===== src/rtl/shift_reg_pkg.sv =====
// Shared types and constants for the shift register controller.
package shift_reg_pkg;

  typedef enum logic [1:0] {
    IDLE  = 2'd0,
    SHIFT = 2'd1,
    DONE  = 2'd2
  } state_e;

  localparam logic DIR_RIGHT = 1'b0;
  localparam logic DIR_LEFT  = 1'b1;

endpackage


===== src/rtl/shift_seq_counter.sv =====
// Shift sequencer counter: latches the effective sequence length on start,
// counts completed shifts and flags the shift that reaches the length.
module shift_seq_counter #(
  parameter  int WIDTH = 8,
  localparam int CNT_W = $clog2(WIDTH + 1)
) (
  input  logic             clk,
  input  logic             rst_n,
  input  logic             start_i,
  input  logic             shift_i,
  input  logic [CNT_W-1:0] len_i,
  output logic [CNT_W-1:0] count_o,
  output logic             tc_o
);

  localparam logic [CNT_W-1:0] WIDTH_C = CNT_W'(WIDTH);
  localparam logic [CNT_W-1:0] ONE_C   = CNT_W'(1);

  logic [CNT_W-1:0] len_q;
  logic [CNT_W-1:0] count_q;
  logic [CNT_W-1:0] len_eff;

  // A length of zero or anything past the register width means a full-width sequence.
  always_comb begin
    len_eff = len_i;
    if ((len_i == '0) || (len_i > WIDTH_C)) begin
      len_eff = WIDTH_C;
    end
  end

  // Length latch and shift count; count is cleared only by a new start so it
  // keeps showing the final value after the sequence ends.
  always_ff @(posedge clk or negedge rst_n) begin
    if (!rst_n) begin
      len_q   <= '0;
      count_q <= '0;
    end else if (start_i) begin
      len_q   <= len_eff;
      count_q <= '0;
    end else if (shift_i) begin
      count_q <= count_q + ONE_C;
    end
  end

  // Terminal count: the shift about to happen is the last one of the sequence.
  assign tc_o    = ((count_q + ONE_C) == len_q);
  assign count_o = count_q;

endmodule


===== src/rtl/shift_register_ctrl.sv =====
// Universal shift register with built-in shift sequencer.
// Optional feature: define SHIFT_REG_ROTATE_EN to enable rotate feedback;
// without it the rotate port is ignored and the serial input is always sin.
//
// state | meaning
// IDLE  | waiting; accepts parallel load (priority) or start
// SHIFT | one shift per clock until the latched length is reached
// DONE  | one-cycle completion pulse, then back to IDLE
module shift_register_ctrl
  import shift_reg_pkg::*;
#(
  parameter  int WIDTH = 8,
  localparam int CNT_W = $clog2(WIDTH + 1)
) (
  input  logic             clk,
  input  logic             rst_n,
  input  logic             load,
  input  logic [WIDTH-1:0] p_in,
  input  logic             start,
  input  logic             dir,
  input  logic [CNT_W-1:0] shift_len,
  input  logic             rotate,
  input  logic             sin,
  output logic             sout,
  output logic [WIDTH-1:0] status,
  output logic             busy,
  output logic             done,
  output logic [CNT_W-1:0] count
);

  state_e           state_q, state_d;
  logic [WIDTH-1:0] data_q, data_d;
  logic             dir_q, dir_d;
  logic             rotate_q;
  logic             in_bit;
  logic             seq_start;
  logic             seq_shift;
  logic             seq_tc;

  shift_seq_counter #(
    .WIDTH (WIDTH)
  ) u_seq_counter (
    .clk     (clk),
    .rst_n   (rst_n),
    .start_i (seq_start),
    .shift_i (seq_shift),
    .len_i   (shift_len),
    .count_o (count),
    .tc_o    (seq_tc)
  );

`ifdef SHIFT_REG_ROTATE_EN
  // Rotate mode is captured with the rest of the sequence parameters on start.
  always_ff @(posedge clk or negedge rst_n) begin
    if (!rst_n) begin
      rotate_q <= 1'b0;
    end else if (seq_start) begin
      rotate_q <= rotate;
    end
  end
`else
  logic unused_rotate;
  assign rotate_q      = 1'b0;
  assign unused_rotate = rotate;
`endif

  assign sout   = (dir_q == DIR_LEFT) ? data_q[WIDTH-1] : data_q[0];
  assign in_bit = rotate_q ? sout : sin;

  // State, data and latched direction registers.
  always_ff @(posedge clk or negedge rst_n) begin
    if (!rst_n) begin
      state_q <= IDLE;
      data_q  <= '0;
      dir_q   <= DIR_RIGHT;
    end else begin
      state_q <= state_d;
      data_q  <= data_d;
      dir_q   <= dir_d;
    end
  end

  // Next-state and data path; load beats start in IDLE, everything is ignored elsewhere.
  always_comb begin
    state_d   = state_q;
    data_d    = data_q;
    dir_d     = dir_q;
    seq_start = 1'b0;
    seq_shift = 1'b0;
    unique case (state_q)
      IDLE: begin
        if (load) begin
          data_d = p_in;
        end else if (start) begin
          dir_d     = dir;
          seq_start = 1'b1;
          state_d   = SHIFT;
        end
      end
      SHIFT: begin
        seq_shift = 1'b1;
        if (dir_q == DIR_LEFT) begin
          data_d = {data_q[WIDTH-2:0], in_bit};
        end else begin
          data_d = {in_bit, data_q[WIDTH-1:1]};
        end
        if (seq_tc) begin
          state_d = DONE;
        end
      end
      DONE: begin
        state_d = IDLE;
      end
      default: begin
        state_d = IDLE;
      end
    endcase
  end

  assign status = data_q;
  assign busy   = (state_q == SHIFT);
  assign done   = (state_q == DONE);

endmodule


===== config.mk =====
export PLATFORM = sky130hd
export DESIGN_NAME = shift_register_ctrl
export DESIGN_NICKNAME = d
export VERILOG_FILES = /design/src/rtl/shift_reg_pkg.sv /design/src/rtl/shift_seq_counter.sv /design/src/rtl/shift_register_ctrl.sv
export SDC_FILE = /design/constraint.sdc
export NUM_CORES = 1
export LEC_CHECK = 0
export CAP_MARGIN = 20
export CORE_UTILIZATION = 25
export CTS_CLUSTER_SIZE = 30
export DETAILED_ROUTE_END_ITERATION = 8
export PLACE_DENSITY = 0.51
export RECOVER_POWER = 100
export SLEW_MARGIN = 20
export SYNTH_ARGS = -nofsm -noshare
export SYNTH_HDL_FRONTEND = slang
export SYNTH_SLANG_ARGS = --single-unit

===== constraint.sdc =====
create_clock -name clk -period 1.5 [get_ports clk]
set_input_delay 0.3 -clock clk [delete_from_list [all_inputs] [get_ports clk]]
set_output_delay 0.3 -clock clk [all_outputs]
set_load 0.05 [all_outputs]

# Yosys cells after proc, flatten, opt, wreduce, memory -nomap -nowiden
# Index checks and enable logic that the tools add are counted.
# word_totals
register_bits	19
word_cells	38
# classes
addsub	1
order_cmp	1
eq_ne	7
mux	15
bitwise_logic	1
n_reduce_logical	8
# op_table
operator	n
2-to-1 mux 8 bit	2
case mux 8 bit (2 select lines)	1
2-to-1 mux 4 bit	3
2-to-1 mux 2 bit	3
!= test 2 bit, second input constant	3
AND reduction 3 bit	2
2-to-1 mux 1 bit	5
adder 4 x 1 -> 4 bit, second input constant	1
== test 4 bit	1
greater-than comparator 4 bit, second input constant	1
zero test 4 bit	1
case mux 2 bit (2 select lines)	1
nonzero test 2 bit	2
== test 2 x 1 -> 1 bit, second input constant	1
== test 2 bit, second input constant	1
zero test 2 bit	1
!= test 2 x 1 -> 1 bit, second input constant	1
AND reduction 2 bit	1
logical OR 1 bit	1
NOT 1 bit	1

# Longest topological paths before layout
# Gate-level depths: netlist (run 1).
# logic_depth
word_depth	4
ltp_mapped	6
mapped_depth_nobuf	4

# By module
# Synthesis (run 1) repeated with hierarchy kept, for this count alone.
# unflattened
cells_unflattened	106
area_unflattened_um2	1134.8
# modules_own_cells
mod	n_inst	cells_per_inst	area_each_um2	seq_area_each_um2
shift_register_ctrl	1	65	720.7	275.3
shift_seq_counter	1	41	414.1	200.2

# Least setup slack after synthesis (run 1)
# No wires, ideal clock.
# synth_path
kind	register -> output
start	register state_q[1]
end	output port done
arrival_ns	1.353
setup_slack_ns	-0.153
path_stages_with_launch	3
n_path_buf	1
path_cell_list	dfrtp_1 -> clkbuf_1 -> nor2b_1
# synth_between
elab_chain_len	1
# synth_lines
item	line	source
start, declared	shift_register_ctrl.sv:31	state_e state_q, state_d;
start signal, assigned	shift_register_ctrl.sv:77	state_q <= state_d;
== test 2 bit	shift_register_ctrl.sv:122	assign done = (state_q == DONE);
end, declared	shift_register_ctrl.sv:27	output logic done,
# No other way between the ends.

# Worst setup path after layout (run 1)
# layout_path
start	register dir_q
end	output port sout
# layout_between
elab_chain_len	1
# layout_lines
item	line	source
start, declared	shift_register_ctrl.sv:33	logic dir_q, dir_d;
start signal, assigned	shift_register_ctrl.sv:79	dir_q <= dir_d;
2-to-1 mux 1 bit	shift_register_ctrl.sv:67	assign sout = (dir_q == DIR_LEFT) ? data_q[WIDTH-1] : data_q[0];
end, declared	shift_register_ctrl.sv:24	output logic sout,
# No other way between the ends.

==> impl_metrics.tcl, run 1 <==
set metrics [dict create \
    outcome "complete, no violations" \
    clock-root-buffer "clkbuf_8" \
    power_w 0.00390 \
    final.period_utilization 0.962 \
    clock_skew_ns 0.00291 \
    dr.pass1.iters 4 \
    drive_gt1_frac 0.267 \
    cts_tree "built" \
    post-place-cells 193 \
    setup_viol 0 \
    coreArea_um2 4090 \
    p_int_w 0.00201 \
    grt_pass1_vias 1011 \
    period_minus_slack_ns 1.44 \
    netlist_area_um2 1080 \
    p_sw_w 0.00189 \
    placed_cell_area_um2 1640 \
    portBuffers 32 \
    synth_cell_type_count 28 \
    die_y_um 67.8 \
    hold_class "reg2reg" \
    path_max_fanout 2 \
    relSlewSlack 0.671 \
    die_area_um2 4600 \
    final_area_um2 1580 \
    post-route-util 0.388 \
    h-tree-depth 1 \
    initial_utilization 0.265 \
    synth_seq_cells 19 \
    fmax_ghz 0.693 \
    cts_made_buffers 3 \
    synth.avg_cell_area_um2 10.1 \
    grt_max_degree 20 \
    path_clk_slew_ns 0.07 \
    vias 975 \
    diodes 0 \
    worstMarginPinSlew_ns 0.493 \
    pwr_density_cell_nw_per_um2 2460 \
    fp-row-count 23 \
    fin_cells 200 \
    pwr-share-comb 0.653 \
    grtUsageTotal 0.137 \
    maxCapViolations 0 \
    wire_per_inst_um 13.9 \
    seq_area_frac_synth 0.439 \
    ir_worst_vdd_v 0.00126 \
    area_growth_pct 46.4 \
    gp_congestion 0.761 \
    dp.final_hpwl_um 2070 \
    drv_slew 0 \
    sw_frac_of_total 0.484 \
    end_kind "primary output" \
    ant_nets 0 \
    postSynthCellCount 107 \
    path_class "reg2out" \
    grt_pass1_wl_um 4750 \
    hold_viol 0 \
    antenna_found_initial 0 \
    dieWidth_um 67.8 \
    vias_per_cell 4.88 \
    critical_path_required_ns 1.20 \
    cp.arrival_ns 1.14 \
    p_seq_frac 0.257 \
    clkPwrFrac 0.090 \
    worstSetupStartpointType "flop" \
    clk_path_buf_depth 2 \
    io_pins 34 \
    cts_sinks 19 \
    drcViolationCount 0 \
    synth_nets 127 \
    totalWireLength_um 2770 \
    leakagePower_nw 0.674 \
    cts-hold-fix-buffers 0 \
    clock_latency_ns 0.25 \
    rsz0062_at_grt "false" \
    ys_warn_count 0 \
    nNetsFinal 171 \
    setup_tns_ns 0 \
    grt_overflow 0 \
    first_iter_violations 48 \
]
-- state kept, by name (all words and copies together) (netlist names) --
register and cells:
state_q 2, dir_q 1, u_seq_counter.count_o 4, status 8
u_seq_counter.len_q 4
-- cell usage after synthesis, drive strengths merged --
cell    number  area (um2)
a21oi        2        10.0
a221oi       6        52.6
buf          4        32.5
clkbuf       2        7.51
clkinv       1        3.75
dfrtp       19         475
ha           1        12.5
inv          1        3.75
mux2         2        22.5
mux2i        9        90.1
nand2       15        56.3
nand2b       2        12.5
nand3        6        35.0
nand3b       3        22.5
nor2         2        7.51
nor2b        7        43.8
nor3         2        10.0
nor3b        2        15.0
nor4b        1        15.0
o21ai        3        15.0
o22a         2        17.5
o22ai        6        37.5
o31a         1        8.76
or4b         1        13.8
xnor2        4        35.0
xor2         3        26.3
-- layout make-up --
cell class | instances | area [um2]
fill | 419 | 2500
multi-input combinational | 80 | 569
sequential | 19 | 480
timing repair buffer | 45 | 414
tap | 50 | 62.6
clock buffer | 4 | 45.0
inverter | 2 | 12.5
-- final timing paths --
| path | from | end | slack [ns] | depth (start not counted) |
|---|---|---|---|---|
| min | u_seq_counter.len_q[3]$_DFFE_PN0P_ | u_seq_counter.len_q[3]$_DFFE_PN0P_ | 0.49 | 2 |
| min in group asynchronous | rst_n | status[5]$_DFFE_PN0P_ | 0.54 | 2 |
| max | dir_q$_DFFE_PN0P_ | sout | 0.06 | 2 |
| max in group asynchronous | rst_n | u_seq_counter.count_o[1]$_DFFE_PN0P_ | 0.60 | 2 |
| max reg2reg | u_seq_counter.count_o[0]$_DFFE_PN0P_ | state_q[0]$_DFFE_PN0P_ | 0.11 | 4 |
| min reg2reg | u_seq_counter.len_q[3]$_DFFE_PN0P_ | u_seq_counter.len_q[3]$_DFFE_PN0P_ | 0.49 | 2 |
-- cells in the final DEF (no fill, tap or decap), drive strengths merged, types with 2 or more instances in the layout --
cell type and n:
dfrtp 19, clkbuf 19, clkdlybuf4s50 16, nand2 15, buf 13, mux2i 9, nor2b 7, o22ai 6
a221oi 6, nand3 6, xnor2 4, xor2 3, o21ai 3, nand3b 3, mux2 2, nor3 2
nor3b 2, a21oi 2, nor2 2, o22a 2, nand2b 2
-- repair_timing --
action | in CTS | in global routing
gates cloned | 0 | 0
resized for setup | 1 | 4
setup endpoints to repair | 1 | 4
setup buffers | 0 | 3
pin swaps | 0 | 1
-- layer usage --
layer,vias to the layer above,track usage,share of wire
met3,2,0.0270,0.063
met2,31,0.235,0.49
met4,0,0.0313,0.0040
li1,474,-,-
met1,468,0.176,0.44
met5,-,0,0
-- power by group through the flow --
stage,combinational (W),sequential [W],clock (W)
CTS,0.00280,0.00107,0.000368
global route,0.00274,0.00104,0.000387
detailed placement,0.00277,0.00108,0
floorplan,0.00122,0.00148,0
global placement,0.00274,0.00107,0
finish,0.00255,0.00100,0.000351
-- worst max-delay path, cell delays in order (launching register included) --
cell and delay, ns:
dfrtp_1 0.37, mux2_2 0.34, buf_4 0.19
-- stage by stage --
| step | hold WS, ns | setup WS, ns |
|---|---|---|
| finish | 0.490 | 0.0569 |
| global route | 0.535 | 0.00610 |
| floorplan | 0.00441 | 0.00758 |
| CTS | 0.389 | 0.000875 |
| global placement | 0.480 | -0.126 |
| detailed placement | 0.482 | -0.138 |
-- cells by family (layout without fill, tap and decap cells) --
| kind of cell | Yosys count | count (layout) | synth area share |
|---|---|---|---|
| AOI/OAI and AO/OA | 20 | 20 | 0.131 |
| xor gates and xnor gates | 7 | 7 | 0.0566 |
| adders and majority gates | 1 | 1 | 0.0116 |
| buffers and inverters | 8 | 51 | 0.0439 |
| DFF | 19 | 19 | 0.439 |
| muxes | 11 | 11 | 0.104 |
| and+or+nand+nor | 41 | 41 | 0.214 |
Note: power is estimated with default switching activity, not from simulation.
==> run 2: changes to the inputs <==
--- a/config.mk
+++ b/config.mk
@@ -6,11 +6,12 @@
 export NUM_CORES = 1
 export LEC_CHECK = 0
 export CAP_MARGIN = 20
-export CORE_UTILIZATION = 25
+export CORE_UTILIZATION = 45
 export CTS_CLUSTER_SIZE = 30
 export DETAILED_ROUTE_END_ITERATION = 8
-export PLACE_DENSITY = 0.51
+export PLACE_DENSITY = 0.81
 export RECOVER_POWER = 100
+export SKIP_CTS_REPAIR_TIMING = 1
 export SLEW_MARGIN = 20
 export SYNTH_ARGS = -nofsm -noshare
 export SYNTH_HDL_FRONTEND = slang
==> impl_metrics.tcl, run 2 (synthesis results as in run 1) <==
set metrics [dict create \
    crit_chain "mux2_4 > buf_6" \
    drv_slew 0 \
    dr.pass1.iters 4 \
    grt_overflow 0 \
    area_growth_pct 44.9 \
    clk_path_buf_depth 2 \
    nNetsFinal 173 \
    h-tree-depth 1 \
    antenna_found_initial 0 \
    clock-root-buffer "clkbuf_4" \
    worstSetupStartpointType "flop" \
    cts_tree "built" \
    first_iter_violations 13 \
    drive_gt1_frac 0.283 \
    layout_common_cells "clkdlybuf4s50_1 (16), nand2_1 (15), dfrtp_1 (15)" \
    grt_pass1_wl_um 4310 \
    power_w 0.00394 \
    cp_top_family "flip-flops" \
    outcome "complete, no violations" \
    period_minus_slack_ns 1.48 \
    crit_path_max_incr_delay_ns 0.42 \
    clock_skew_ns 0.00806 \
    grt_pass1_vias 947 \
    wire_per_inst_um 15.2 \
    worstMarginPinSlew_ns 0.300 \
    gp_congestion 0.756 \
    coreArea_um2 2230 \
    hold_viol 0 \
    hold_slack_ns 0.389 \
    end_kind "primary output" \
    p_int_w 0.00202 \
    io_pins 34 \
    grtUsageTotal 0.222 \
    pwr_density_cell_nw_per_um2 2510 \
    crit_buf_inv 1 \
    clkPwrFrac 0.069 \
    fp-row-count 17 \
    sw_frac_of_total 0.487 \
    hold_class "in2async" \
    grt_max_degree 20 \
    slowest_stage "dfrtp_1" \
    cts_sinks 19 \
    die_area_um2 2610 \
    setup_tns_ns 0 \
    post-route-util 0.702 \
    p_seq_frac 0.259 \
    critical_path_required_ns 1.20 \
    path_max_fanout 2 \
    cts_made_buffers 3 \
    dieWidth_um 51.0 \
    rsz0062_at_grt "true" \
    leakagePower_nw 0.685 \
    final_area_um2 1570 \
    clock_latency_ns 0.31 \
    ant_nets 0 \
    drcViolationCount 0 \
    vias_per_cell 5.52 \
    path_clk_slew_ns 0.12 \
    diodes 0 \
    setup_viol 0 \
    placed_cell_area_um2 1610 \
    largest_reg_flops 8 \
    initial_utilization 0.485 \
    totalWireLength_um 2730 \
    final.period_utilization 0.985 \
    final_common_cell "clkdlybuf4s50_1" \
    maxCapViolations 0 \
    ir_worst_vdd_v 0.00209 \
    relSlewSlack 0.800 \
    vias 993 \
    cp.arrival_ns 1.18 \
    p_sw_w 0.00192 \
    dp.final_hpwl_um 1970 \
    pwr-share-comb 0.671 \
    portBuffers 32 \
    path_class "reg2out" \
    fmax_ghz 0.677 \
    die_y_um 51.0 \
]
-- run 2: cell count changes in the layout (fill, tap and decap cells not counted), sizes merged --
cell,before,now
buf,13,18
clkbuf,19,16
clkinv,1,0
inv,1,2
-- run 2: worst reg2reg max path: stages, from the launching register on --
cell and delay [ns]:
dfrtp_1 0.49, or4b_4 0.65, nand3_1 0.11, o21ai_0 0.08
-- run 2: area by class of cell --
cell class / count / area [um2]
flip-flops and latches: 19 / 480
fillers: 178 / 666
inverters: 2 / 10.0
well taps: 28 / 35.0
clock buffers: 4 / 26.3
multi-input cells: 80 / 576
repair buffers: 47 / 440
-- run 2: metal layers --
layer	share of wire	vias up	global-route usage	wire length (um)
met4	0.0084	0	0.0556	23
li1	-	478	-	-
met1	0.42	467	0.268	1130
met5	0	-	0	0
met3	0.055	2	0.0298	151
met2	0.52	46	0.410	1420
-- run 2: path summary, 6_finish.rpt --
kind	endpoint	startpoint	cells after the start	slack, ns
max in group asynchronous	status[0]$_DFFE_PN0P_	rst_n	2	0.88
hold / removal	status[6]$_DFFE_PN0P_	rst_n	2	0.39
setup / recovery	sout	dir_q$_DFFE_PN0P_	2	0.02
hold reg to reg	u_seq_counter.len_q[2]$_DFFE_PN0P_	u_seq_counter.len_q[2]$_DFFE_PN0P_	2	0.50
setup reg to reg	u_seq_counter.count_o[0]$_DFFE_PN0P_	state_q[0]$_DFFE_PN0P_	3	0.07
min in group clk	u_seq_counter.len_q[2]$_DFFE_PN0P_	u_seq_counter.len_q[2]$_DFFE_PN0P_	2	0.50
-- run 2: through the flow --
step / std cells / setup slack, ns
after floorplan: 107 / 0.00758
after global placement: 170 / -0.138
after detailed placement: 170 / -0.275
after CTS: 174 / -0.0923
after global routing: 180 / -0.00921
final: 180 / 0.0222
-- run 2: power by group through the flow --
stage / clock, W / combinational, W / sequential [W]
after global routing: 0.000298 / 0.00280 / 0.00106
after global placement: 0 / 0.00269 / 0.00106
after floorplan: 0 / 0.00122 / 0.00148
after CTS: 0.000273 / 0.00276 / 0.00107
after detailed placement: 0 / 0.00275 / 0.00109
final: 0.000273 / 0.00264 / 0.00102
==> run 3: changes to the inputs <==
--- a/config.mk
+++ b/config.mk
@@ -16,3 +16,4 @@
 export SYNTH_ARGS = -nofsm -noshare
 export SYNTH_HDL_FRONTEND = slang
 export SYNTH_SLANG_ARGS = --single-unit
+export TNS_END_PERCENT = 30
==> results of run 3 <==
The final DEF is identical to that of run 2; final timing and power are the same.
